## src/rtl/fixed_point_pkg.sv

```systemverilog
// Shared fixed-point definitions for the Math library: default Q format,
// range limits and the mode/payload types carried through arithmetic pipelines.
package fixed_point_pkg;

  localparam int FX_WIDTH  = 16;
  localparam int FX_Q_BITS = 8;
  localparam int FX_TAG_W  = 4;

  // Range limits of a w-bit two's complement value (valid for w <= 64).
  function automatic logic signed [63:0] fx_max(input int w);
    return (64'sd1 <<< (w - 1)) - 64'sd1;
  endfunction

  function automatic logic signed [63:0] fx_min(input int w);
    return -(64'sd1 <<< (w - 1));
  endfunction

  typedef struct packed {
    logic round_en;
    logic sat_en;
  } fx_mode_t;

  // Default-width stage payload; parameterised blocks declare a local
  // equivalent with the same field layout.
  typedef struct packed {
    logic signed [2*FX_WIDTH-1:0] prod;
    fx_mode_t                     mode;
    logic [FX_TAG_W-1:0]          tag;
  } fx_stage_t;

endpackage

```

## src/rtl/fixed_round_sat.sv

```systemverilog
// Combinational post-processing of a full-width signed product: optional
// round-half-up, arithmetic shift by Q_BITS, overflow detect and clamp/wrap.
module fixed_round_sat
  import fixed_point_pkg::*;
#(
  parameter int WIDTH  = FX_WIDTH,
  parameter int Q_BITS = FX_Q_BITS
) (
  input  logic signed [2*WIDTH-1:0] prod,
  input  fx_mode_t                  mode,
  output logic signed [WIDTH-1:0]   result,
  output logic                      overflow
);

  // One guard bit so the rounding increment can never wrap.
  localparam int EW = 2*WIDTH + 1;

  localparam logic signed [EW-1:0] HALF =
    (Q_BITS > 0) ? (EW'(1) <<< ((Q_BITS > 0) ? Q_BITS - 1 : 0)) : '0;

  localparam logic signed [WIDTH-1:0] MAX_V = WIDTH'(fx_max(WIDTH));
  localparam logic signed [WIDTH-1:0] MIN_V = WIDTH'(fx_min(WIDTH));

  function automatic logic signed [EW-1:0] round_half_up(
    input logic signed [EW-1:0] p,
    input logic                 rnd
  );
    return rnd ? p + HALF : p;
  endfunction

  // In range iff every bit from the result sign bit upward is a sign copy.
  function automatic logic range_ovf(input logic signed [EW-1:0] r);
    logic [EW-WIDTH:0] top;
    top = r[EW-1:WIDTH-1];
    return !((&top) || !(|top));
  endfunction

  function automatic logic signed [WIDTH-1:0] saturate(
    input logic signed [EW-1:0] r,
    input logic                 ovf,
    input logic                 sat
  );
    if (ovf && sat) return r[EW-1] ? MIN_V : MAX_V;
    return r[WIDTH-1:0];
  endfunction

  logic signed [EW-1:0] p_rnd;
  logic signed [EW-1:0] r_sh;

  always_comb begin
    p_rnd    = round_half_up(EW'(prod), mode.round_en);
    r_sh     = p_rnd >>> Q_BITS;
    overflow = range_ovf(r_sh);
    result   = saturate(r_sh, overflow, mode.sat_en);
  end

endmodule

```

## src/rtl/fixed_mul_pipe.sv

```systemverilog
// Pipelined signed fixed-point multiplier with valid/ready backpressure,
// per-beat round/saturate mode, overflow flag and a passthrough tag.
module fixed_mul_pipe
  import fixed_point_pkg::*;
#(
  parameter int WIDTH  = FX_WIDTH,
  parameter int Q_BITS = FX_Q_BITS,
  parameter int STAGES = 3,
  parameter int TAG_W  = FX_TAG_W
) (
  input  logic                    clk,
  input  logic                    rst,
  input  logic                    in_valid,
  output logic                    in_ready,
  input  logic signed [WIDTH-1:0] a,
  input  logic signed [WIDTH-1:0] b,
  input  logic                    round_en,
  input  logic                    sat_en,
  input  logic [TAG_W-1:0]        tag_in,
  output logic                    out_valid,
  input  logic                    out_ready,
  output logic signed [WIDTH-1:0] result,
  output logic                    overflow,
  output logic [TAG_W-1:0]        tag_out
);

  localparam int PW = 2*WIDTH;

  typedef struct packed {
    logic signed [PW-1:0] prod;
    fx_mode_t             mode;
    logic [TAG_W-1:0]     tag;
  } stage_t;

  function automatic logic signed [PW-1:0] mul_full(
    input logic signed [WIDTH-1:0] x,
    input logic signed [WIDTH-1:0] y
  );
    return PW'(x) * PW'(y);
  endfunction

  // Whole pipeline advances together; only a held output beat stalls it.
  logic en;
  assign en       = !(out_valid && !out_ready);
  assign in_ready = en;

  fx_mode_t mode_in;
  assign mode_in = '{round_en: round_en, sat_en: sat_en};

  // Beat presented to the round/saturate logic in front of the output register.
  logic signed [PW-1:0] fin_prod;
  fx_mode_t             fin_mode;
  logic [TAG_W-1:0]     fin_tag;
  logic                 fin_vld;

  generate
    if (STAGES == 1) begin : g_one
      assign fin_prod = mul_full(a, b);
      assign fin_mode = mode_in;
      assign fin_tag  = tag_in;
      assign fin_vld  = in_valid;
    end else begin : g_multi
      // ---- stage 1: operand, mode and tag capture ----
      logic signed [WIDTH-1:0] a_p1;
      logic signed [WIDTH-1:0] b_p1;
      fx_mode_t                mode_p1;
      logic [TAG_W-1:0]        tag_p1;
      logic                    vld_p1;

      always_ff @(posedge clk) begin
        if (rst)     vld_p1 <= 1'b0;
        else if (en) vld_p1 <= in_valid;
      end

      always_ff @(posedge clk) begin
        if (en) begin
          a_p1    <= a;
          b_p1    <= b;
          mode_p1 <= mode_in;
          tag_p1  <= tag_in;
        end
      end

      if (STAGES == 2) begin : g_two
        assign fin_prod = mul_full(a_p1, b_p1);
        assign fin_mode = mode_p1;
        assign fin_tag  = tag_p1;
        assign fin_vld  = vld_p1;
      end else begin : g_deep
        // ---- stages 2..STAGES-1: product register then delay line ----
        localparam int M = STAGES - 2;

        stage_t         head_p1;
        stage_t         beat_pm [M];
        logic [M-1:0]   vld_pm;

        always_comb begin
          head_p1      = '0;
          head_p1.prod = mul_full(a_p1, b_p1);
          head_p1.mode = mode_p1;
          head_p1.tag  = tag_p1;
        end

        always_ff @(posedge clk) begin
          if (rst) begin
            vld_pm <= '0;
          end else if (en) begin
            vld_pm[0] <= vld_p1;
            for (int i = 1; i < M; i++) vld_pm[i] <= vld_pm[i-1];
          end
        end

        always_ff @(posedge clk) begin
          if (en) begin
            beat_pm[0] <= head_p1;
            for (int i = 1; i < M; i++) beat_pm[i] <= beat_pm[i-1];
          end
        end

        assign fin_prod = beat_pm[M-1].prod;
        assign fin_mode = beat_pm[M-1].mode;
        assign fin_tag  = beat_pm[M-1].tag;
        assign fin_vld  = vld_pm[M-1];
      end
    end
  endgenerate

  logic signed [WIDTH-1:0] rs_result;
  logic                    rs_ovf;

  fixed_round_sat #(
    .WIDTH  (WIDTH),
    .Q_BITS (Q_BITS)
  ) u_round_sat (
    .prod     (fin_prod),
    .mode     (fin_mode),
    .result   (rs_result),
    .overflow (rs_ovf)
  );

  // ---- stage STAGES: output register ----
  // Data loads only with a valid beat so idle outputs stay at their last
  // delivered value, or zero after reset.
  always_ff @(posedge clk) begin
    if (rst) begin
      out_valid <= 1'b0;
      result    <= '0;
      overflow  <= 1'b0;
      tag_out   <= '0;
    end else if (en) begin
      out_valid <= fin_vld;
      if (fin_vld) begin
        result   <= rs_result;
        overflow <= rs_ovf;
        tag_out  <= fin_tag;
      end
    end
  end

endmodule

```

## config.mk

```make
export PLATFORM = sky130hd
export DESIGN_NAME = fixed_mul_pipe
export DESIGN_NICKNAME = d
export VERILOG_FILES = /design/src/rtl/fixed_point_pkg.sv /design/src/rtl/fixed_round_sat.sv /design/src/rtl/fixed_mul_pipe.sv
export SDC_FILE = /design/constraint.sdc
export NUM_CORES = 1
export LEC_CHECK = 0
export BUFFER_PORTS_ARGS = -buffer_cell sky130_fd_sc_hd__buf_2
export CAP_MARGIN = 15
export CORE_MARGIN = 5
export CORE_UTILIZATION = 57
export DETAILED_ROUTE_END_ITERATION = 7
export PLACE_DENSITY = 0.79
export SLEW_MARGIN = 20
export SYNTH_ARGS = -nofsm -noshare
export SYNTH_HDL_FRONTEND = slang
export SYNTH_SLANG_ARGS = --single-unit
```

## constraint.sdc

```tcl
create_clock -name clk -period 7.5 [get_ports clk]
set_input_delay 0.75 -clock clk [delete_from_list [all_inputs] [get_ports clk]]
set_output_delay 0.75 -clock clk [all_outputs]
set_load 0.01 [all_outputs]
```

==> out/qor.yml <==
status: "completed"
holdPathStages: 0
drcViolationCount: 0
worst_ep_arrival_ns: 7.04
detail_route.iter0.violations: 678
grt_setup_unrepaired: "false"
synth_async_sr_flop_share_pct: 0
startpoint_type: "register"
crit_path_cell_trace: "nand2_1 -> inv_1 -> fa_1 -> fa_1 -> fa_1 -> fa_1 -> fa_1 -> inv_1 -> fa_1 -> inv_1 -> ha_1 -> a21o_1 -> a21oi_1 -> nor2b_1 -> or2_2 -> a221oi_1 -> a21oi_1 -> o31a_1 -> nor2_1 -> xnor2_1"
hold_violations: 0
num-fill-cells: 1815
placeableCoreArea_um2: 22600
synth_area_um2: 13100
muxShareOfSynthArea_pct: 0.420
post_synth_and_or_nand_nor_area_fraction_pct: 15.5
layout.nets: 1716
clock_tree_from_tritoncts: "built"
clock_latency_ns: 0.36
clk_transition_reported_paths_ns: 0.08
post_synth_inst_count: 1290
post_synth_fa_ha_maj_area_fraction_pct: 47.5
reg2reg_from: "g_multi.a_p1[15]"
hp-start: "g_multi.g_deep.head_p1[4]"
drive_gt1_share_pct: 7.85
number_of_synthesis_warnings: 0
final_core_utilization_pct: 61.7
synthesized_area_fraction_occupied_by_ao_oa_aoi_and_oai_cells_pct: 4.39
number_of_storage_elements_in_the_synthesis_netlist: 93
grt_start_max_net_pins: 57
drt_pre_antenna_iters: 6
finish.cell_count_without_fillers: 1623
setup_viol_count_final: 0
synth-edff-count: 69
placed_cell_count: 1607
synth-main-ff-cell: "sky130_fd_sc_hd__edfxtp_1"
die_area_um2: 26100
cts_max_path_buffers: 2
numPortBuffers: 64
grt_pass1_wl_um: 47200
final_period_utilization_pct: 92.4
worstMarginPinSlew_ns: 0.843
critical-path-max-stage-delay_ns: 0.92
dp.final_hpwl_um: 22300
detail-route-antenna-nets: 0
holdBufCountCts: 0
critical_path.most_common_cell: "sky130_fd_sc_hd__fa_1"
vias_per_cell: 5.40
place_congestion: 0.897
initial_utilization_pct: 57.9
hold_path.class: "reg -> reg"
area.growth.synth_to_final_pct: 6.70
max_cap_viol_count: 0
routed-via-count: 8760
grt_pass1_vias: 9537
clock-sinks: 93
largest_family_of_logic_cells_by_synthesized_area: "adder cells"
setup_tns_ns: 0
worst_path_slowest_cell: "sky130_fd_sc_hd__fa_1"
post-route-min-period_ns: 6.93
row_count: 55
regToRegSetupSlack_ns: 0.57
fin_skew_ns: 0.0218
ff2ff_path_depth: 20
avgRoutedWirePerCell_um: 17.1
worstSetupEndpointType: "register"
dieHeight_um: 162
groute.usage.overall_pct: 22.7
synth-seq-area-share_pct: 19.5
critical_path_peak_fanout: 16
timing.setup.critical_path_class: "reg -> reg"
post_cts_resized: 0
gr_overflow_total: 0
cp.required_ns: 7.61
fmax_achieved_ghz: 0.144
max-slew-margin-rel_pct: 43.8
hold-path-endpoint: "g_multi.g_deep.beat_pm[0][4]"
dieWidth_um: 162
yosys.cell_types.count: 59
floorplan.io_pins: 65
rr_endpoint: "g_multi.g_deep.beat_pm[0][36]"
maxSlewViolCount: 0
yosys.area_share.xor_xnor_pct: 3.14
n_antenna_cell: 0
initial_antenna_violation_count: 0
cts-root-buf: "sky130_fd_sc_hd__clkbuf_16"
cts_htree_levels: 3
drt_wl_total_um: 27700
tritoncts.num_buffers: 9
postSynthAreaPerCell_um2: 10.2
post_cts_buffers: 0
finalInstanceArea_um2: 14000
postSynthNetCount: 1673
post_dp_cell_area_um2: 13700
-- metrics by stage --
step | setup slack [ns] | hold WS (ns)
finish | 0.568 | 0.424
global route | 0.166 | 0.440
CTS | 0.584 | 0.426
detailed placement | 0.584 | 0.408
global placement | 0.739 | 0.403
floorplan | 1.02 | 0.400
-- placed cells by master, fill, tap and decap left out, types with 2 or more instances in the layout --
cell                        instances
sky130_fd_sc_hd__o31a_1             2
sky130_fd_sc_hd__xnor2_1           36
sky130_fd_sc_hd__buf_4              6
sky130_fd_sc_hd__and4_1             3
sky130_fd_sc_hd__or2_1              2
sky130_fd_sc_hd__a21oi_1           19
sky130_fd_sc_hd__and2_1           126
sky130_fd_sc_hd__nor3_1             9
sky130_fd_sc_hd__nor2b_1            6
sky130_fd_sc_hd__or3_1              3
sky130_fd_sc_hd__fa_1             261
sky130_fd_sc_hd__nor2_1            46
sky130_fd_sc_hd__a211o_1            2
sky130_fd_sc_hd__clkbuf_16          9
sky130_fd_sc_hd__or3_4              2
sky130_fd_sc_hd__a21o_1             4
sky130_fd_sc_hd__edfxtp_1          69
sky130_fd_sc_hd__nand2_1          154
sky130_fd_sc_hd__o21ai_0           11
sky130_fd_sc_hd__a311oi_1           7
sky130_fd_sc_hd__or2_2              5
sky130_fd_sc_hd__o21a_1             6
sky130_fd_sc_hd__ha_1              80
sky130_fd_sc_hd__xor2_1            11
sky130_fd_sc_hd__nand2b_1           4
sky130_fd_sc_hd__a211oi_1           2
sky130_fd_sc_hd__dfxtp_1           24
sky130_fd_sc_hd__and3_1             5
sky130_fd_sc_hd__a22o_1             7
sky130_fd_sc_hd__buf_2             64
sky130_fd_sc_hd__a31oi_1            2
sky130_fd_sc_hd__inv_1            293
sky130_fd_sc_hd__inv_8              3
sky130_fd_sc_hd__nand3_1           16
sky130_fd_sc_hd__clkinv_4           2
sky130_fd_sc_hd__mux2i_1            4
sky130_fd_sc_hd__nand4_1            6
-- cell usage after synthesis, drive strengths merged, types with 5 or more instances --
cell type | count | area share, %
a21oi | 19 | 0.73
a22o | 7 | 0.47
a311oi | 8 | 0.58
and2 | 126 | 6.0
and3 | 5 | 0.24
clkbuf | 36 | 1.0
dfxtp | 24 | 3.7
edfxtp | 69 | 16
fa | 261 | 40
ha | 80 | 7.6
inv | 293 | 8.4
nand2 | 155 | 4.5
nand2b | 5 | 0.24
nand3 | 16 | 0.61
nand4 | 8 | 0.54
nor2 | 46 | 1.3
nor2b | 6 | 0.29
nor3 | 9 | 0.34
o21a | 6 | 0.34
o21ai | 12 | 0.46
or2 | 7 | 0.33
or3 | 5 | 0.32
xnor2 | 36 | 2.4
xor2 | 11 | 0.74
-- logic make-up (layout without fill, tap and decap cells) --
kind of cell | Yosys count | in the layout
muxes | 5 | 5
AOI/OAI and AO/OA | 76 | 76
adders and majority gates | 341 | 341
xor gates and xnor gates | 47 | 47
and+or+nand+nor | 397 | 397
buffers and inverters | 331 | 379
DFF | 93 | 93
-- worst max path at each step --
stage	start	endpoint
finish	g_multi.a_p1[15]	g_multi.g_deep.beat_pm[0][36]
global route	g_multi.a_p1[15]	g_multi.g_deep.beat_pm[0][36]
CTS	g_multi.a_p1[15]	g_multi.g_deep.beat_pm[0][36]
detailed placement	g_multi.a_p1[15]	g_multi.g_deep.beat_pm[0][36]
global placement	g_multi.a_p1[15]	g_multi.g_deep.beat_pm[0][36]
floorplan	g_multi.a_p1[15]	g_multi.g_deep.beat_pm[0][36]
-- worst max-delay path: cells and delay by family (launching register included) --
family | cells | cell delay [ns]
adder cells (fa/ha/maj) | 7 | 3.89
buffers and inverters | 3 | 0.19
AO/OA/AOI/OAI | 5 | 1.20
XOR/XNOR | 1 | 0.10
flip-flops | 1 | 0.62
AND/OR/NAND/NOR | 4 | 0.67
-- registers in the layout (all words and copies together), names as in the netlist --
register,flops
fin_vld,1
result,16
overflow,1
g_multi.vld_p1,1
g_multi.tag_p1,4
g_multi.g_deep.beat_pm,31
g_multi.a_p1,16
g_multi.g_deep.head_p1,2
out_valid,1
tag_out,4
g_multi.b_p1,16
-- per-layer routing --
layer	vias up	global-route usage, %	part of all wire (%)
met2	326	38.1	48
met5	-	0	0
met3	70	3.44	6.0
met1	4368	30.7	43
met4	0	7.44	3.2
li1	3996	-	-
-- layout make-up --
cell class	count	area, um2	share of cell area [%]
clock buffer	9	225	1.61
clock inverter	7	73.8	0.528
inverter	293	1100	7.87
multi-input combinational	866	9310	66.6
sequential	93	2550	18.3
tap	285	357	2.55
timing repair buffer	70	365	2.61
Power is left out: the tool's default activity adds up to more than one toggle a clock period on the data nets, which glitch-free logic cannot reach.
